==> config.mk <==
export PLATFORM = sky130hd
export DESIGN_NAME = dpram_bist
export DESIGN_NICKNAME = d
export VERILOG_FILES = /design/src/rtl/dpram_bist_pkg.sv /design/src/rtl/dpram_bist_rd_pipe.sv /design/src/rtl/dpram_bist.sv
export SDC_FILE = /design/constraint.sdc
export NUM_CORES = 1
export LEC_CHECK = 0
export BUFFER_PORTS_ARGS = -buffer_cell sky130_fd_sc_hd__buf_4
export CORE_MARGIN = 2
export CORE_UTILIZATION = 50
export DETAILED_ROUTE_END_ITERATION = 8
export GPL_TIMING_DRIVEN = 0
export PLACE_DENSITY = 0.72
export SETUP_SLACK_MARGIN = 0.15
export SYNTH_ARGS = -nofsm -noshare
export SYNTH_HDL_FRONTEND = slang
export SYNTH_SLANG_ARGS = --single-unit
export TNS_END_PERCENT = 20
==> constraint.sdc <==
create_clock -name clk -period 3.7 [get_ports clk]
set_clock_uncertainty 0.2 [all_clocks]
set_input_delay 0.37 -clock clk [delete_from_list [all_inputs] [get_ports clk]]
set_output_delay 0.37 -clock clk [all_outputs]
set_load 0.005 [all_outputs]
==> src/rtl/dpram_bist_pkg.sv <==
// Shared types and default constants for the dual-port RAM BIST controller.
package dpram_bist_pkg;

  typedef enum logic [2:0] {
    ST_IDLE  = 3'd0,
    ST_WRITE = 3'd1,
    ST_READ  = 3'd2,
    ST_DRAIN = 3'd3,
    ST_DONE  = 3'd4
  } state_t;

  localparam int unsigned DEF_DATA_W = 8;
  localparam int unsigned DEF_ADDR_W = 6;
  localparam int unsigned DEF_RD_LAT = 2;
  localparam int unsigned DEF_SEED_A = 5;
  localparam int unsigned DEF_SEED_B = 10;

  localparam int unsigned FAIL_W   = 8;
  localparam int unsigned FAIL_MAX = 255;

  // Saturating add of 0..2 mismatches onto the failure counter.
  function automatic logic [FAIL_W-1:0] fail_add(input logic [FAIL_W-1:0] cnt,
                                                  input logic [1:0]        inc);
    logic [FAIL_W:0] sum;
    sum = (FAIL_W+1)'(cnt) + (FAIL_W+1)'(inc);
    return (sum > (FAIL_W+1)'(FAIL_MAX)) ? FAIL_W'(FAIL_MAX) : sum[FAIL_W-1:0];
  endfunction

endpackage

==> src/rtl/dpram_bist_rd_pipe.sv <==
// Delay line carrying read-valid, expected data and port-A address from issue
// to the cycle the RAM returns data.
module dpram_bist_rd_pipe
  import dpram_bist_pkg::*;
#(
  parameter int unsigned DATA_W = DEF_DATA_W,
  parameter int unsigned ADDR_W = DEF_ADDR_W,
  parameter int unsigned DEPTH  = DEF_RD_LAT
) (
  input  logic              clk,
  input  logic              rst_n,
  input  logic              in_valid,
  input  logic [DATA_W-1:0] in_exp_a,
  input  logic [DATA_W-1:0] in_exp_b,
  input  logic [ADDR_W-1:0] in_addr,
  output logic              out_valid,
  output logic [DATA_W-1:0] out_exp_a,
  output logic [DATA_W-1:0] out_exp_b,
  output logic [ADDR_W-1:0] out_addr
);

  logic [DEPTH-1:0]  vld;
  logic [DATA_W-1:0] exp_a [DEPTH];
  logic [DATA_W-1:0] exp_b [DEPTH];
  logic [ADDR_W-1:0] addr  [DEPTH];

  // Reset empties the line so in-flight compares are dropped.
  always_ff @(posedge clk) begin
    if (!rst_n) begin
      vld <= '0;
      for (int k = 0; k < DEPTH; k++) begin
        exp_a[k] <= '0;
        exp_b[k] <= '0;
        addr[k]  <= '0;
      end
    end else begin
      vld[0]   <= in_valid;
      exp_a[0] <= in_exp_a;
      exp_b[0] <= in_exp_b;
      addr[0]  <= in_addr;
      for (int k = 1; k < DEPTH; k++) begin
        vld[k]   <= vld[k-1];
        exp_a[k] <= exp_a[k-1];
        exp_b[k] <= exp_b[k-1];
        addr[k]  <= addr[k-1];
      end
    end
  end

  assign out_valid = vld[DEPTH-1];
  assign out_exp_a = exp_a[DEPTH-1];
  assign out_exp_b = exp_b[DEPTH-1];
  assign out_addr  = addr[DEPTH-1];

endmodule

==> src/rtl/dpram_bist.sv <==
// March-style BIST for a dual-port RAM: write a seeded pattern over both ports,
// read it back pipelined and count mismatches. Define DPRAM_BIST_INV_PASS_EN to
// add a second pass with bitwise-inverted data.
module dpram_bist
  import dpram_bist_pkg::*;
#(
  parameter int unsigned DATA_W = DEF_DATA_W,
  parameter int unsigned ADDR_W = DEF_ADDR_W,
  parameter int unsigned RD_LAT = DEF_RD_LAT,
  parameter int unsigned SEED_A = DEF_SEED_A,
  parameter int unsigned SEED_B = DEF_SEED_B
) (
  input  logic              clk,
  input  logic              rst_n,
  input  logic              start,
  output logic              busy,
  output logic              done,
  output logic              pass,
  output logic [FAIL_W-1:0] fail_count,
  output logic [ADDR_W-1:0] first_fail_addr,
  output logic [ADDR_W-1:0] addr_A,
  output logic [ADDR_W-1:0] addr_B,
  output logic [DATA_W-1:0] data_in_A,
  output logic [DATA_W-1:0] data_in_B,
  output logic              mode_A,
  output logic              mode_B,
  input  logic [DATA_W-1:0] data_out_A,
  input  logic [DATA_W-1:0] data_out_B
);

  localparam int unsigned IDX_W      = ADDR_W - 1;
  localparam int unsigned IDX_LAST   = (1 << IDX_W) - 1;
  localparam int unsigned DRAIN_W    = (RD_LAT > 1) ? $clog2(RD_LAT) : 1;
  localparam int unsigned DRAIN_LAST = RD_LAT - 1;

  state_t             state, state_nxt;
  logic [IDX_W-1:0]   idx, idx_nxt;
  logic [DRAIN_W-1:0] drain_cnt, drain_nxt;
  logic               inv, inv_nxt;
  logic               start_ok;

  logic               wr_nxt, rd_nxt;
  logic [DATA_W-1:0]  pat_a, pat_b;

  logic               iss_valid;
  logic [DATA_W-1:0]  iss_exp_a, iss_exp_b;
  logic [ADDR_W-1:0]  iss_addr;

  logic               chk_valid;
  logic [DATA_W-1:0]  chk_exp_a, chk_exp_b;
  logic [ADDR_W-1:0]  chk_addr;
  logic               mis_a, mis_b;
  logic [FAIL_W-1:0]  fail_nxt;

  // State register.
  always_ff @(posedge clk) begin
    if (!rst_n) begin
      state     <= ST_IDLE;
      idx       <= '0;
      drain_cnt <= '0;
      inv       <= 1'b0;
    end else begin
      state     <= state_nxt;
      idx       <= idx_nxt;
      drain_cnt <= drain_nxt;
      inv       <= inv_nxt;
    end
  end

  // Next state: one address pair per cycle, drain retires reads still in flight.
  always_comb begin
    state_nxt = state;
    idx_nxt   = idx;
    drain_nxt = drain_cnt;
    inv_nxt   = inv;
    start_ok  = 1'b0;
    unique case (state)
      ST_IDLE, ST_DONE: begin
        if (start) begin
          start_ok  = 1'b1;
          state_nxt = ST_WRITE;
          idx_nxt   = '0;
          inv_nxt   = 1'b0;
        end
      end
      ST_WRITE: begin
        if (idx == IDX_W'(IDX_LAST)) begin
          state_nxt = ST_READ;
          idx_nxt   = '0;
        end else begin
          idx_nxt = idx + IDX_W'(1);
        end
      end
      ST_READ: begin
        if (idx == IDX_W'(IDX_LAST)) begin
          state_nxt = ST_DRAIN;
          idx_nxt   = '0;
          drain_nxt = '0;
        end else begin
          idx_nxt = idx + IDX_W'(1);
        end
      end
      ST_DRAIN: begin
        if (drain_cnt == DRAIN_W'(DRAIN_LAST)) begin
`ifdef DPRAM_BIST_INV_PASS_EN
          if (!inv) begin
            state_nxt = ST_WRITE;
            inv_nxt   = 1'b1;
          end else begin
            state_nxt = ST_DONE;
          end
`else
          state_nxt = ST_DONE;
`endif
        end else begin
          drain_nxt = drain_cnt + DRAIN_W'(1);
        end
      end
      default: state_nxt = ST_IDLE;
    endcase
  end

  // Pattern for the pair that will be on the bus next cycle.
  always_comb begin
    wr_nxt = (state_nxt == ST_WRITE);
    rd_nxt = (state_nxt == ST_READ);
    pat_a  = DATA_W'(SEED_A + 32'(idx_nxt));
    pat_b  = DATA_W'(SEED_B + 32'(idx_nxt));
    if (inv_nxt) begin
      pat_a = ~pat_a;
      pat_b = ~pat_b;
    end
  end

  // RAM-side outputs and read-issue record, registered from next-state values.
  always_ff @(posedge clk) begin
    if (!rst_n) begin
      busy      <= 1'b0;
      mode_A    <= 1'b0;
      mode_B    <= 1'b0;
      addr_A    <= '0;
      addr_B    <= '0;
      data_in_A <= '0;
      data_in_B <= '0;
      iss_valid <= 1'b0;
      iss_exp_a <= '0;
      iss_exp_b <= '0;
      iss_addr  <= '0;
    end else begin
      busy      <= wr_nxt || rd_nxt || (state_nxt == ST_DRAIN);
      mode_A    <= wr_nxt;
      mode_B    <= wr_nxt;
      addr_A    <= (wr_nxt || rd_nxt) ? {idx_nxt, 1'b0} : '0;
      addr_B    <= (wr_nxt || rd_nxt) ? {idx_nxt, 1'b1} : '0;
      data_in_A <= wr_nxt ? pat_a : '0;
      data_in_B <= wr_nxt ? pat_b : '0;
      iss_valid <= rd_nxt;
      iss_exp_a <= rd_nxt ? pat_a : '0;
      iss_exp_b <= rd_nxt ? pat_b : '0;
      iss_addr  <= rd_nxt ? {idx_nxt, 1'b0} : '0;
    end
  end

  dpram_bist_rd_pipe #(
    .DATA_W (DATA_W),
    .ADDR_W (ADDR_W),
    .DEPTH  (RD_LAT)
  ) u_rd_pipe (
    .clk       (clk),
    .rst_n     (rst_n),
    .in_valid  (iss_valid),
    .in_exp_a  (iss_exp_a),
    .in_exp_b  (iss_exp_b),
    .in_addr   (iss_addr),
    .out_valid (chk_valid),
    .out_exp_a (chk_exp_a),
    .out_exp_b (chk_exp_b),
    .out_addr  (chk_addr)
  );

  always_comb begin
    mis_a    = chk_valid && (data_out_A != chk_exp_a);
    mis_b    = chk_valid && (data_out_B != chk_exp_b);
    fail_nxt = fail_add(fail_count, 2'(mis_a) + 2'(mis_b));
  end

  // Result registers; a zero count doubles as the "no failure seen yet" flag.
  always_ff @(posedge clk) begin
    if (!rst_n) begin
      fail_count      <= '0;
      first_fail_addr <= '0;
      done            <= 1'b0;
      pass            <= 1'b0;
    end else if (start_ok) begin
      fail_count      <= '0;
      first_fail_addr <= '0;
      done            <= 1'b0;
      pass            <= 1'b0;
    end else begin
      fail_count <= fail_nxt;
      if ((mis_a || mis_b) && (fail_count == '0))
        first_fail_addr <= mis_a ? chk_addr : (chk_addr | ADDR_W'(1));
      if ((state == ST_DRAIN) && (state_nxt == ST_DONE)) begin
        done <= 1'b1;
        pass <= (fail_nxt == '0);
      end
    end
  end

endmodule

==> metrics.txt <==
final setup fails=0; initial core utilization=0.512; DR WL/cell=13.6 um; Syn Nets=between 400 and 500; sequential area share after synthesis=0.497; clk_lat worst skew=0.36 ns; CP required=around 3.8 ns; DR iter-0 viols=74; die width=95.5 um; Worst Setup Start Kind=flip-flop; hpwl dp=6190 um; Die Area=9120 sq um; Root Buffer=clkbuf_8; Hold Path Class=primary input to flip-flop; outcome=finished, final reports clean; CP Class=flip-flop to flip-flop; worst reg2reg startpoint=idx[1]; Residual DRC=0; clock transition at the registers of the reported paths=0.10 ns; aggregate negative setup slack=0 ns; Hold Worst Slack=0.171 ns; R2R depth=12; initial antenna violation count=0; EDFF count, synth=0; GRT Total Usage=0.193; count leader, synth=dfxtp_1; aggregate global routing overflow=0; via/cell ratio=between 5 and 6; Power Dens Cells=just over 400 nW/um^2; Slowest cell on crit path=a2111oi_4; Post-CTS Hold Buffers=0; fillers=about 710; CTS buffer count=9; Max Cap Viol=0; I/O pins=66; placed cells=about 600; Max clock buf depth=2; Worst Path Arrival=between 3 and 4 ns; FF-to-FF End=iss_exp_a[5]; CTS tree=built; Mapped Cells=432; Slew HR=0.541; Cell Area, Synth=4190 sq um; Critical Path Sink Type=flip-flop; routability cong.=0.867; Design Area, Final=4970 sq um; htree depth=3; Worst Hold Launch=start; ant diodes=0; DR pass1 iterations=4; Synth area leader=dfxtp_1; asr flop ratio synth=0; Cell variety after synth=58; Slew @ Worst Pin=0.682 ns; via count=3,182; min Tclk post-route=3.25 ns; clk sink count=104; Die Span Y=approximately 96 um; share of cells above drive strength 1=0.211; period utilization=0.879; Synth Area per Inst=9.69 sq um; ys flop type=dfxtp_1; FF+latch area=2080 sq um; Max VDD drop=approximately 190 uV; top cells by count, synth=104 x dfxtp_1, 44 x and2_1, 38 x nor2_1, 23 x nand2_1, 22 x xnor2_1; multi-input logic area=around 1900 sq um; Worst Hold Depth=4; Max Freq=307 MHz; vias in the first global route=~3,000; DRT Wirelength=8350 um; final core occ=0.608; Final Non-Filler Cells=616; Yosys top cell area share=0.497; most frequent CP cell=ha_1; total power draw=roughly 2.1 mW; final hold violations=0; R2R Setup Slk=0.45 ns; core footprint=8180 sq um; largest net degree at the start of global routing=18; Final nets=roughly 530; Post-Place Worst Slack=0.354 ns; post-route setup slack=0.447 ns; #FFs+latches synth=104; Worst Hold Endpoint=state[2]; Slew Limit Fails=0; first-pass GRT wire length=between 10,000 and 15,000 um; I/O Buffers=64; yosys warns=0; P_leak=2.10 nW; dpl cell area=4800 sq um; worst path cell trace=ha_1, and3_1, ha_1, clkbuf_2, inv_1, a211oi_1, nor3_2, inv_2, ha_1, a21bo_1, a2111oi_4, mux2i_1; unrepaired setup endpoints after global routing=no; ANT nets after route=0; slowest stage delay, CP=0.47 ns; largest cells by area after synthesis=dfxtp_1 50%, and2_1 6.6%, mux2i_1 5.0%; peak fanout along the critical path=10; Syn-to-layout area delta=18.6%; row cnt=33
[where the power goes]
part	internal [mW]	total, mW	switching [mW]
Combinational	0.122	0.254	0.133
Sequential	1.15	1.16	0.0141
Clock	0.246	0.638	0.391
[critical path: cells and delay by family, from the launching register on]
family | cells | cell delay, ns
flip-flops | 1 | 0.42
buffers and inverters | 3 | 0.48
adder cells (fa/ha/maj) | 3 | 0.57
AND/OR/NAND/NOR | 2 | 0.30
AO/OA/AOI/OAI | 3 | 0.96
multiplexers | 1 | 0.23
[registers in the layout, indices dropped and copies added, names as in the netlist, 2 cells and up]
| name | count |
|---|---|
| fail_count | 8 |
| state | 3 |
| u_rd_pipe.vld | 2 |
| u_rd_pipe.exp_a | 14 |
| iss_addr | 5 |
| u_rd_pipe.exp_b | 12 |
| addr_B | 6 |
| iss_exp_a | 7 |
| data_in_B | 6 |
| data_in_A | 7 |
| idx | 5 |
| u_rd_pipe.addr | 10 |
| first_fail_addr | 6 |
| iss_exp_b | 6 |
[how the worst max path moves through the flow]
stage | start | depth (start not counted) | endpoint | slack [ns]
6_report | idx[1] | 12 | iss_exp_a[5] | 0.45
5_1_grt | idx[1] | 12 | iss_exp_a[5] | 0.20
4_1_cts | idx[1] | 12 | iss_exp_a[5] | 0.31
3_5_place_dp | idx[1] | 12 | iss_exp_a[5] | 0.35
3_3_place_gp | idx[0] | 12 | iss_exp_a[5] | 0.40
2_1_floorplan | idx[1] | 12 | data_in_A[5] | 0.78
[cell families after synthesis]
logic type	after synthesis	synth area share
and+or+nand+nor	166	0.212
AOI/OAI and AO/OA	61	0.109
other	1	0.000896
muxes	21	0.0502
xor gates and xnor gates	24	0.0502
adders and majority gates	7	0.0227
DFF	104	0.497
buffers and inverters	48	0.0574
[layout make-up]
cell class / count / area share
Buffer: 30 / 0.0350
Timing Repair Buffer: 64 / 0.0967
Sequential cell: 104 / 0.419
Clock buffer: 9 / 0.0249
Tap cell: 105 / 0.0264
Multi-Input combinational cell: 280 / 0.375
Clock inverter: 6 / 0.00882
Inverter: 18 / 0.0136
[cell usage in the layout, fill, tap and decap left out, types with 7 or more instances in the layout]
master    instances
a21oi_1          17
and2_1           44
and3_1            7
buf_4            74
clkbuf_1         10
clkbuf_8          9
dfxtp_1         104
inv_1            15
mux2i_1          21
nand2_1          23
nand3_1          12
nor2_1           38
nor3_1            9
o21ai_0           8
xnor2_1          22
[routing by layer]
metal,global-route usage,up-vias,share of wire
li1,-,1604,-
met1,0.252,1501,0.45
met2,0.323,68,0.49
met3,0.0395,9,0.036
met4,0.0619,0,0.015
met5,0,-,0
[timing repair]
item	in CTS	in global routing
gates resized for setup	0	2
setup buffers	0	0
setup endpoints to repair	0	2
Power figures use the tool's default switching activity.
